[src/rtl/seg_pkg.sv]
// Shared constants, segment patterns and conversion FSM states for the
// six-digit seven-segment scan driver.
package seg_pkg;

  localparam int DIGITS = 6;
  localparam int BIN_W  = 20;
  localparam int BCD_W  = 4 * DIGITS;

  // Largest value that fits on six decimal digits.
  localparam logic [BIN_W-1:0] DATA_MAX = 20'd999_999;

  // Segment patterns are active low, bit 7 = dp, bits 6:0 = g..a.
  localparam logic [7:0] SEG_BLANK = 8'hFF;
  localparam logic [7:0] SEG_MINUS = 8'hBF;

  localparam logic [7:0] SEG_DIGIT [10] = '{
    8'hC0, 8'hF9, 8'hA4, 8'hB0, 8'h99,
    8'h92, 8'h82, 8'hF8, 8'h80, 8'h90
  };

  typedef enum logic [1:0] {
    ST_IDLE  = 2'd0,
    ST_SHIFT = 2'd1,
    ST_DONE  = 2'd2
  } conv_state_e;

  // Map one BCD nibble to its segment pattern; non-decimal codes show blank.
  function automatic logic [7:0] bcd2seg(input logic [3:0] d);
    logic [7:0] pat;
    pat = SEG_BLANK;
    if (d < 4'd10) pat = SEG_DIGIT[d];
    return pat;
  endfunction

endpackage

[src/rtl/bin2bcd_seq.sv]
// Sequential double-dabble converter: one input bit per cycle, 20 iterations,
// then a one-cycle DONE before returning to IDLE.
module bin2bcd_seq
  import seg_pkg::*;
(
  input  logic             clk,
  input  logic             rst,
  input  logic             start_i,
  input  logic [BIN_W-1:0] bin_i,
  output logic             ready_o,
  output logic             done_o,
  output logic [BCD_W-1:0] bcd_o
);

  conv_state_e      state_q, state_d;
  logic [BIN_W-1:0] bin_q, bin_d;
  logic [BCD_W-1:0] bcd_q, bcd_d;
  logic [BCD_W-1:0] bcd_adj;
  logic [4:0]       iter_q, iter_d;

  // Add 3 to every nibble that is 5 or more before the next shift.
  genvar gi;
  generate
    for (gi = 0; gi < DIGITS; gi++) begin : g_adj
      assign bcd_adj[4*gi +: 4] = (bcd_q[4*gi +: 4] >= 4'd5) ?
                                  bcd_q[4*gi +: 4] + 4'd3 : bcd_q[4*gi +: 4];
    end
  endgenerate

  // State and datapath registers; reset aborts any conversion in flight.
  always_ff @(posedge clk or negedge rst) begin
    if (!rst) begin
      state_q <= ST_IDLE;
      bin_q   <= '0;
      bcd_q   <= '0;
      iter_q  <= '0;
    end else begin
      state_q <= state_d;
      bin_q   <= bin_d;
      bcd_q   <= bcd_d;
      iter_q  <= iter_d;
    end
  end

  // Next-state logic: capture on start, shift 20 times, flag DONE for one cycle.
  always_comb begin
    state_d = state_q;
    bin_d   = bin_q;
    bcd_d   = bcd_q;
    iter_d  = iter_q;
    case (state_q)
      ST_IDLE: begin
        if (start_i) begin
          bin_d   = bin_i;
          bcd_d   = '0;
          iter_d  = '0;
          state_d = ST_SHIFT;
        end
      end
      ST_SHIFT: begin
        bcd_d  = {bcd_adj[BCD_W-2:0], bin_q[BIN_W-1]};
        bin_d  = {bin_q[BIN_W-2:0], 1'b0};
        iter_d = iter_q + 5'd1;
        if (iter_q == 5'(BIN_W - 1)) state_d = ST_DONE;
      end
      ST_DONE: state_d = ST_IDLE;
      default: state_d = ST_IDLE;
    endcase
  end

  assign ready_o = (state_q == ST_IDLE);
  assign done_o  = (state_q == ST_DONE);
  assign bcd_o   = bcd_q;

endmodule

[src/rtl/seg_scan_driver.sv]
// Six-digit seven-segment scan driver: converts the input value to BCD once
// per frame, holds it in a display register and multiplexes the digits.
module seg_scan_driver
  import seg_pkg::*;
#(
  parameter int CNT_MAX = 49_999
) (
  input  logic             clk,
  input  logic             rst,
  input  logic [BIN_W-1:0] data,
  input  logic [5:0]       point,
  input  logic             sign,
  input  logic             seg_en,
  output logic [5:0]       sel,
  output logic [7:0]       seg
);

  localparam int CNT_W = (CNT_MAX < 1) ? 1 : $clog2(CNT_MAX + 1);
  localparam logic [CNT_W-1:0] CNT_LAST = CNT_W'(CNT_MAX);

  logic [CNT_W-1:0] cnt_q, cnt_d;
  logic [CNT_W-1:0] tmr_q, tmr_d;
  logic [2:0]       idx_q, idx_d;
  logic             started_q;
  logic [5:0]       cap_point_q, cap_point_d;
  logic             cap_sign_q, cap_sign_d;
  logic [BCD_W-1:0] disp_bcd_q, disp_bcd_d;
  logic [5:0]       disp_point_q, disp_point_d;
  logic             disp_sign_q, disp_sign_d;
  logic [5:0]       sel_q, sel_d;
  logic [7:0]       seg_q, seg_d;

  logic             conv_start, conv_ready, conv_done;
  logic [BIN_W-1:0] data_sat;
  logic [BCD_W-1:0] conv_bcd;
  logic [2:0]       sig_n;
  logic [7:0]       dig_seg [DIGITS];

  // While scanning, a new conversion starts at each frame wrap; while the
  // display is off, a free timer provides the same cadence.
  assign conv_start = !started_q ||
                      (seg_en ? (idx_q == 3'(DIGITS - 1) && cnt_q == CNT_LAST)
                              : (tmr_q == CNT_LAST));
  assign data_sat   = (data > DATA_MAX) ? DATA_MAX : data;

  bin2bcd_seq u_conv (
    .clk     (clk),
    .rst     (rst),
    .start_i (conv_start),
    .bin_i   (data_sat),
    .ready_o (conv_ready),
    .done_o  (conv_done),
    .bcd_o   (conv_bcd)
  );

  // Dwell counter, digit index and disabled-mode start timer.
  always_comb begin
    cnt_d = cnt_q;
    idx_d = idx_q;
    tmr_d = tmr_q;
    if (!seg_en) begin
      cnt_d = '0;
      idx_d = '0;
      tmr_d = (tmr_q == CNT_LAST) ? '0 : tmr_q + CNT_W'(1);
    end else begin
      tmr_d = '0;
      if (cnt_q == CNT_LAST) begin
        cnt_d = '0;
        idx_d = (idx_q == 3'(DIGITS - 1)) ? 3'd0 : idx_q + 3'd1;
      end else begin
        cnt_d = cnt_q + CNT_W'(1);
      end
    end
  end

  // Point/sign are captured with the data; the display register only ever
  // takes a finished conversion, so scanning never sees partial BCD.
  always_comb begin
    cap_point_d  = cap_point_q;
    cap_sign_d   = cap_sign_q;
    disp_bcd_d   = disp_bcd_q;
    disp_point_d = disp_point_q;
    disp_sign_d  = disp_sign_q;
    if (conv_start && conv_ready) begin
      cap_point_d = point;
      cap_sign_d  = sign;
    end
    if (conv_done) begin
      disp_bcd_d   = conv_bcd;
      disp_point_d = cap_point_q;
      disp_sign_d  = cap_sign_q;
    end
  end

  // Number of significant digits (digit 0 always counts).
  always_comb begin
    sig_n = 3'd1;
    for (int i = 1; i < DIGITS; i++) begin
      if (disp_bcd_d[4*i +: 4] != 4'd0) sig_n = 3'(i + 1);
    end
  end

  // Per-digit pattern with leading-zero blanking, minus sign and dp overlay.
  // All base patterns have bit 7 set, so masking bit 7 draws the dp.
  genvar gi;
  generate
    for (gi = 0; gi < DIGITS; gi++) begin : g_digit
      logic [7:0] pat;
      assign pat = (3'(gi) < sig_n) ? bcd2seg(disp_bcd_d[4*gi +: 4]) :
                   (disp_sign_d && 3'(gi) == sig_n) ? SEG_MINUS : SEG_BLANK;
      assign dig_seg[gi] = pat & {~disp_point_d[gi], 7'h7F};
    end
  endgenerate

  // Output pair for the digit being shown next cycle; blank when disabled.
  always_comb begin
    sel_d = '0;
    seg_d = SEG_BLANK;
    if (seg_en) begin
      sel_d = 6'b000001 << idx_d;
      seg_d = dig_seg[idx_d];
    end
  end

  // All registers; reset clears display, counters and outputs.
  always_ff @(posedge clk or negedge rst) begin
    if (!rst) begin
      cnt_q        <= '0;
      tmr_q        <= '0;
      idx_q        <= '0;
      started_q    <= 1'b0;
      cap_point_q  <= '0;
      cap_sign_q   <= 1'b0;
      disp_bcd_q   <= '0;
      disp_point_q <= '0;
      disp_sign_q  <= 1'b0;
      sel_q        <= '0;
      seg_q        <= SEG_BLANK;
    end else begin
      cnt_q        <= cnt_d;
      tmr_q        <= tmr_d;
      idx_q        <= idx_d;
      started_q    <= 1'b1;
      cap_point_q  <= cap_point_d;
      cap_sign_q   <= cap_sign_d;
      disp_bcd_q   <= disp_bcd_d;
      disp_point_q <= disp_point_d;
      disp_sign_q  <= disp_sign_d;
      sel_q        <= sel_d;
      seg_q        <= seg_d;
    end
  end

  assign sel = sel_q;
  assign seg = seg_q;

endmodule

[config.mk]
export PLATFORM = sky130hd
export DESIGN_NAME = seg_scan_driver
export DESIGN_NICKNAME = d
export VERILOG_FILES = /design/src/rtl/seg_pkg.sv /design/src/rtl/bin2bcd_seq.sv /design/src/rtl/seg_scan_driver.sv
export SDC_FILE = /design/constraint.sdc
export NUM_CORES = 1
export LEC_CHECK = 0
export ABC_CLOCK_PERIOD_IN_PS = 11650
export BUFFER_PORTS_ARGS = -buffer_cell sky130_fd_sc_hd__clkbuf_2
export CORE_ASPECT_RATIO = 1.25
export CORE_MARGIN = 2
export CORE_UTILIZATION = 35
export CTS_BUF_LIST = sky130_fd_sc_hd__clkbuf_4 sky130_fd_sc_hd__clkbuf_8 sky130_fd_sc_hd__clkbuf_16
export DETAILED_ROUTE_END_ITERATION = 10
export PLACE_DENSITY = 0.55
export SLEW_MARGIN = 25
export SYNTH_ARGS = -nofsm -noshare
export SYNTH_HDL_FRONTEND = slang
export SYNTH_SLANG_ARGS = --single-unit
[constraint.sdc]
create_clock -name clk -period 11.65 [get_ports clk]
set_clock_uncertainty 0.2 [all_clocks]
set_input_delay 2.33 -clock clk [delete_from_list [all_inputs] [get_ports clk]]
set_output_delay 2.33 -clock clk [all_outputs]
set_load 0.02 [all_outputs]
==> impl_metrics.toml, run 1 <==
[outcome]
status = "finished, final reports clean"

[floorplan]
start_util_pct = 35.47
num_io_pins = 44
core.rowCount = 61
die_height_um = 171.7
dieArea_um2 = 23730
dieWidth_um = 138.2
core_area_um2 = 22210

[global_route]
grt_pass1_vias = 6162
grt_pass1_wl_um = 31800
antenna_found_initial = 0
grt_max_degree = 76
gr-usage-all-layers_pct = 16.50
gr-total-overflow = 0

[setup_path]
cpPeakStageDelay_ns = 0.60
critPathMostFrequentCell = "inv_1"
critPathBufInv = 4
cp-end-kind = "flip-flop"
worstPathRequired_ns = 11.80
cpLargestDelayFamily = "buffers and inverters"
worst-path-max-fanout = 16
worst-path-stages = 9
cp_cell_sequence = "clkbuf_2, inv_1, nor2_1, mux2i_1, buf_4, inv_1, nor3_1, o221ai_1, a211o_1"
arrival_ns = 4.69
crit_type = "input pin to flip-flop"
crit_slowest_cell = "nor3_1"
r2r_cells = 11
start_kind = "input pin"

[detailed_routing]
avgViaCountPerCell = 5.211
drc_errors = 0
final_antenna_net_count = 0
drtIter0Drc = 259
num_vias = 6201
finalWirelength_um = 18890
drt-pass1-iter-count = 4
wl_per_cell_um = 15.88

[clock_tree]
htreeDepth = 4
cts_max_path_buffers = 2
post_cts_resized = 0
insertion_delay_ns = 0.43
cts_made_buffers = 17
root_buffer = "clkbuf_16"
hold_buffers = 0
clkTransAtPathRegs_ns = 0.06
cts_tree = "done"
clkSinkCount = 139
cts_setup_buffers = 0

[yosys]
synth_warnings = 0
synth_fp_nets = 932
synth.area.top_cells = "dfrtp_1 42%, ha_1 7.1%, nand2_1 5.2%"
synth_async_sr_flop_share_pct = 100.0
synth_ff_type = "dfrtp_1"
synth.avg_cell_area_um2 = 9.193
synth_top_area_share_pct = 41.61
ys_ff_latch = 139
yosysUniqueCellTypes = 69
synth-seq-area-share_pct = 44.28
synth_top_area_cell = "dfrtp_1"
synth_edf_count = 0
syn_inst = 857
syn_area_um2 = 7879

[place]
dp_hpwl_um = 13390
globalplace.congestion = 0.8342
io_buffers = 43

[cells_and_area]
fillers = 2211
nNetsFinal = 969
drive_gt1_share_pct = 12.68
n_antenna_cell = 0
area_growth_pct = 14.02

[pwr]
p_leak_uw = 0.004212
total_power_uw = 1941
ir_drop_uv = 107.1
p_per_area_nw_per_um2 = 216.0

[timing]
fin_crit_ns = 4.540
max_freq_mhz = 220.3
slew_violations = 0
slew_headroom_pct = 53.07
min_period_over_period_pct = 38.97
rsz0062_at_grt = "false"
hold_violations = 0
tns_ns = 0
worst_pin_slew_ns = 0.6987
setup_viol = 0

[worst_hold_path]
worstHoldPathCells = 2
hp-class = "flip-flop to flip-flop"

[run]
cap_viol_max_count = 0
==> synth_stat cells, types with 4 or more instances <==
library cell    n
nor2b_1         5
o221ai_1        6
and2_0          4
buf_2          12
clkbuf_1       17
and2_1         13
o32ai_1         5
nand3_1        46
and3_1          7
a221o_1        12
nand2_1       109
o21bai_1        4
nor2_1         86
mux2_2          9
o21ai_1         4
o31ai_1        11
dfstp_2         8
a21oi_1        40
xnor2_1        19
inv_1          49
mux2i_1        27
nor3_1         21
or3_1           4
dfrtp_1       131
o21ai_0        54
xor2_1         21
o211ai_1        6
nand2b_1       10
ha_1           45
nor4_1          4
nand4_1         8
==> per-stage QoR <==
stage / cells / hold WS (ns) / cell area [um^2] / utilization [%] / setup slack (ns)
2_1_floorplan: 857 / 0.2329 / 7879 / - / 7.537
3_3_place_gp: 1158 / 0.2547 / 8372 / 37.69 / 6.689
3_5_place_dp: 1158 / 0.2640 / 8374 / 37.70 / 6.734
4_1_cts: 1190 / 0.2791 / 8974 / 40.40 / 7.160
5_1_grt: 1190 / 0.2930 / 8984 / 40.45 / 6.927
6_report: 1190 / 0.2728 / 8984 / 40.45 / 7.110
==> cells in the final DEF, fill, tap and decap left out, types with 8 or more instances in the layout <==
| cell type | instances |
|---|---|
| xnor2_1 | 19 |
| nor2_1 | 85 |
| nand2b_1 | 8 |
| dfstp_2 | 8 |
| and2_1 | 12 |
| ha_1 | 45 |
| o21ai_0 | 54 |
| nand3_1 | 46 |
| inv_1 | 49 |
| nand2_1 | 108 |
| clkbuf_2 | 42 |
| mux2_2 | 9 |
| nor3_1 | 21 |
| dfrtp_1 | 131 |
| mux2i_1 | 27 |
| o31ai_1 | 11 |
| xor2_1 | 21 |
| nand4_1 | 8 |
| a221o_1 | 12 |
| clkbuf_16 | 17 |
| a21oi_1 | 40 |
==> path summary, 6_finish.rpt <==
| kind | from | endpoint | slack, ns |
|---|---|---|---|
| max in group asynchronous | rst | disp_bcd_q[7] | 8.48 |
| worst max-delay path | seg_en | seg[4] | 7.11 |
| worst min-delay path | u_conv.bin_q[18] | u_conv.bin_q[18] | 0.27 |
| min in group asynchronous | rst | disp_bcd_q[23] | 1.69 |
| worst max register to register | u_conv.state_q[0] | seg[4] | 7.65 |
| worst min register to register | u_conv.bin_q[18] | u_conv.bin_q[18] | 0.27 |
==> layout make-up <==
cell class | instances | area (um^2) | area share [%]
flip-flops and latches | 139 | 3488 | 38.83
clock inverters | 12 | 138.9 | 1.546
repair buffers | 49 | 270.3 | 3.008
clock buffers | 20 | 460.4 | 5.125
inverters | 50 | 192.7 | 2.145
multi-input cells | 637 | 4079 | 45.40
well taps | 283 | 354.1 | 3.942
==> power breakdown <==
| group | leakage [uW] | total, uW | internal, uW | switching (uW) |
|---|---|---|---|---|
| clock | 0.000288 | 550 | 331 | 219 |
| combinational | 0.00213 | 652 | 257 | 395 |
| sequential | 0.00179 | 738 | 617 | 121 |
| total | 0.00421 | 1940 | 1210 | 735 |
==> sequential cells by signal (all words and copies together), names as in the netlist, 8 cells and up <==
name          cells
u_conv.bin_q     20
cnt_q            16
disp_bcd_q       24
u_conv.bcd_o     24
seg               8
tmr_q            16
==> worst register-to-register path, stage by stage, from the launching register on <==
cell and delay (ns):
dfrtp_1 0.68, nand2b_2 0.22, buf_4 0.46, mux2_2 0.35, inv_1 0.10, ha_1 0.25
nand3_1 0.10, and4b_1 0.26, and2_1 0.21, nor3_1 0.52, o221ai_1 0.25, a211o_1 0.33
==> layer usage <==
layer	part of all wire (%)	global-route usage, %	vias up
li1	-	-	3066
met1	47	21.16	3025
met2	50	28.22	93
met3	2.5	3.146	17
met4	1.3	5.368	0
met5	0	0	-
==> cells by family (layout without fill, tap and decap cells) <==
group,after synthesis,count (layout),synth area share (%)
mux,37,37,4.907
other cells,1,1,0.04760
flops,139,139,44.27
buf+inv,81,131,4.161
compound gates,178,178,14.69
fa+ha+maj,45,45,7.146
simple gates,336,336,20.33
xor+xnor,40,40,4.447
No activity file was read; power rests on OpenSTA's default activity.
==> inputs of run 2 (changes only) <==
Settings changed: ABC_CLOCK_PERIOD_IN_PS 11650 to 4600.
Clock period 11.65 ns to 4.6 ns, I/O delays scaled along.
==> run 2 against run 1 <==
Compared with the run above:
- combinational power grew to 2.5 times the previous value
- die area stayed put
- largest power group unchanged
- utilization is 0.24 points higher
- critical endpoint unchanged
- largest cell class unchanged
==> impl_metrics.toml, run 2 (same netlist as run 1, synthesis figures left out) <==
[timing]
min_period_over_period_pct = 79.11
max_freq_mhz = 274.8
setup_viol = 0
tns_ns = 0
hold_violations = 0
worst_pin_slew_ns = 0.8737
fin_crit_ns = 3.639
slew_headroom_pct = 41.75
slew_violations = 0
rsz0062_at_grt = "false"

[global_route]
gr-usage-all-layers_pct = 16.29
gr-total-overflow = 0
grt_max_degree = 93
grt_pass1_vias = 6060
grt_util_met3_pct = 3.062
use_met2_pct = 26.97
grt_pass1_wl_um = 31360
top_usage_layer = "met2"
met1_usage_pct = 21.57
antenna_found_initial = 0

[clock_tree]
cts_tree = "done"
htreeDepth = 4
post_cts_resized = 0
cts_made_buffers = 17
cts_setup_buffers = 0
clkTransAtPathRegs_ns = 0.07
cts_max_path_buffers = 2
hold_buffers = 0
clkSinkCount = 139
insertion_delay_ns = 0.44
root_buffer = "clkbuf_16"

[setup_path]
cpPeakStageDelay_ns = 0.55
cp_cell_sequence = "nand2b_2, buf_4, mux2i_1, ha_1, nor2b_1, and2_1, nor3_1, o221ai_1, a211o_1"
critPathBufInv = 1
worstPathRequired_ns = 4.77
cpLargestDelayFamily = "simple AND/OR/NAND/NOR gates"
crit_slowest_cell = "dfrtp_1"
worst-path-max-fanout = 24
start_kind = "flip-flop"
arrival_ns = 3.81
cp-end-kind = "flip-flop"
crit_type = "flip-flop to flip-flop"

[detailed_routing]
wl_per_cell_um = 15.50
avgViaCountPerCell = 5.166
drtIter0Drc = 361
finalWirelength_um = 18520
num_vias = 6173
final_antenna_net_count = 0
drt-pass1-iter-count = 5
drc_errors = 0

[floorplan]
num_io_pins = 44
dieArea_um2 = 23730
core_area_um2 = 22210
start_util_pct = 35.47
dieWidth_um = 138.2
core.rowCount = 61
die_height_um = 171.7

[pwr]
ir_drop_uv = 249.3
total_power_uw = 4981
p_leak_uw = 0.004245
p_per_area_nw_per_um2 = 551.2

[place]
dp_hpwl_um = 13090
io_buffers = 43
globalplace.congestion = 0.8305

[cells_and_area]
nNetsFinal = 974
drive_gt1_share_pct = 12.94
layout_common_cells = "131 x dfrtp_1, 109 x nand2_1, 85 x nor2_1"
final_common_cell = "dfrtp_1"
area_growth_pct = 14.69
fin_util_pct = 40.69
n_antenna_cell = 0

[worst_hold_path]
hp-class = "flip-flop to flip-flop"

[outcome]
status = "finished, final reports clean"

[run]
cap_viol_max_count = 0
==> run 2: final cells by class <==
type                    count  area [um^2]
inverters                  50        192.7
fillers                  2211        13170
clock inverters            14        182.7
multi-input cells         637         4075
well taps                 283        354.1
repair buffers             54        304.0
flip-flops and latches    139         3488
clock buffers              18        439.2
==> run 2: power breakdown <==
| part | switching [uW] | internal [uW] | leakage, uW |
|---|---|---|---|
| sequential | 301 | 1560 | 0.00179 |
| clock | 579 | 880 | 0.000300 |
| combinational | 999 | 660 | 0.00215 |
| total | 1880 | 3100 | 0.00425 |
==> run 2: layer usage <==
| metal | up-vias | part of all wire (%) |
|---|---|---|
| met5 | - | 0 |
| met4 | 0 | 1.7 |
| met3 | 14 | 2.7 |
| met2 | 88 | 48 |
| met1 | 2993 | 48 |
| li1 | 3078 | - |
==> run 2: final timing paths <==
kind | from | slack (ns) | endpoint | cells after the start
setup / recovery | u_conv.state_q[0] | 0.96 | seg[4] | 9
hold / removal | tmr_q[0] | 0.27 | tmr_q[0] | 1
setup reg to reg | u_conv.state_q[0] | 0.96 | seg[4] | 9
hold reg to reg | tmr_q[0] | 0.27 | tmr_q[0] | 1
max in group asynchronous | rst | 2.86 | seg[7] | 2
min in group asynchronous | rst | 0.37 | disp_bcd_q[21] | 1
==> run 2: stage by stage <==
stage / setup slack (ns) / std cells / cell area, um^2 / hold slack, ns
final: 0.9609 / 1195 / 9036 / 0.2671
after CTS: 1.020 / 1195 / 9031 / 0.2658
after detailed placement: 1.046 / 1163 / 8409 / 0.2516
after floorplan: 0.9250 / 857 / 7879 / 0.2329
after global routing: 0.6155 / 1195 / 9036 / 0.2831
after global placement: 1.112 / 1163 / 8409 / 0.2535
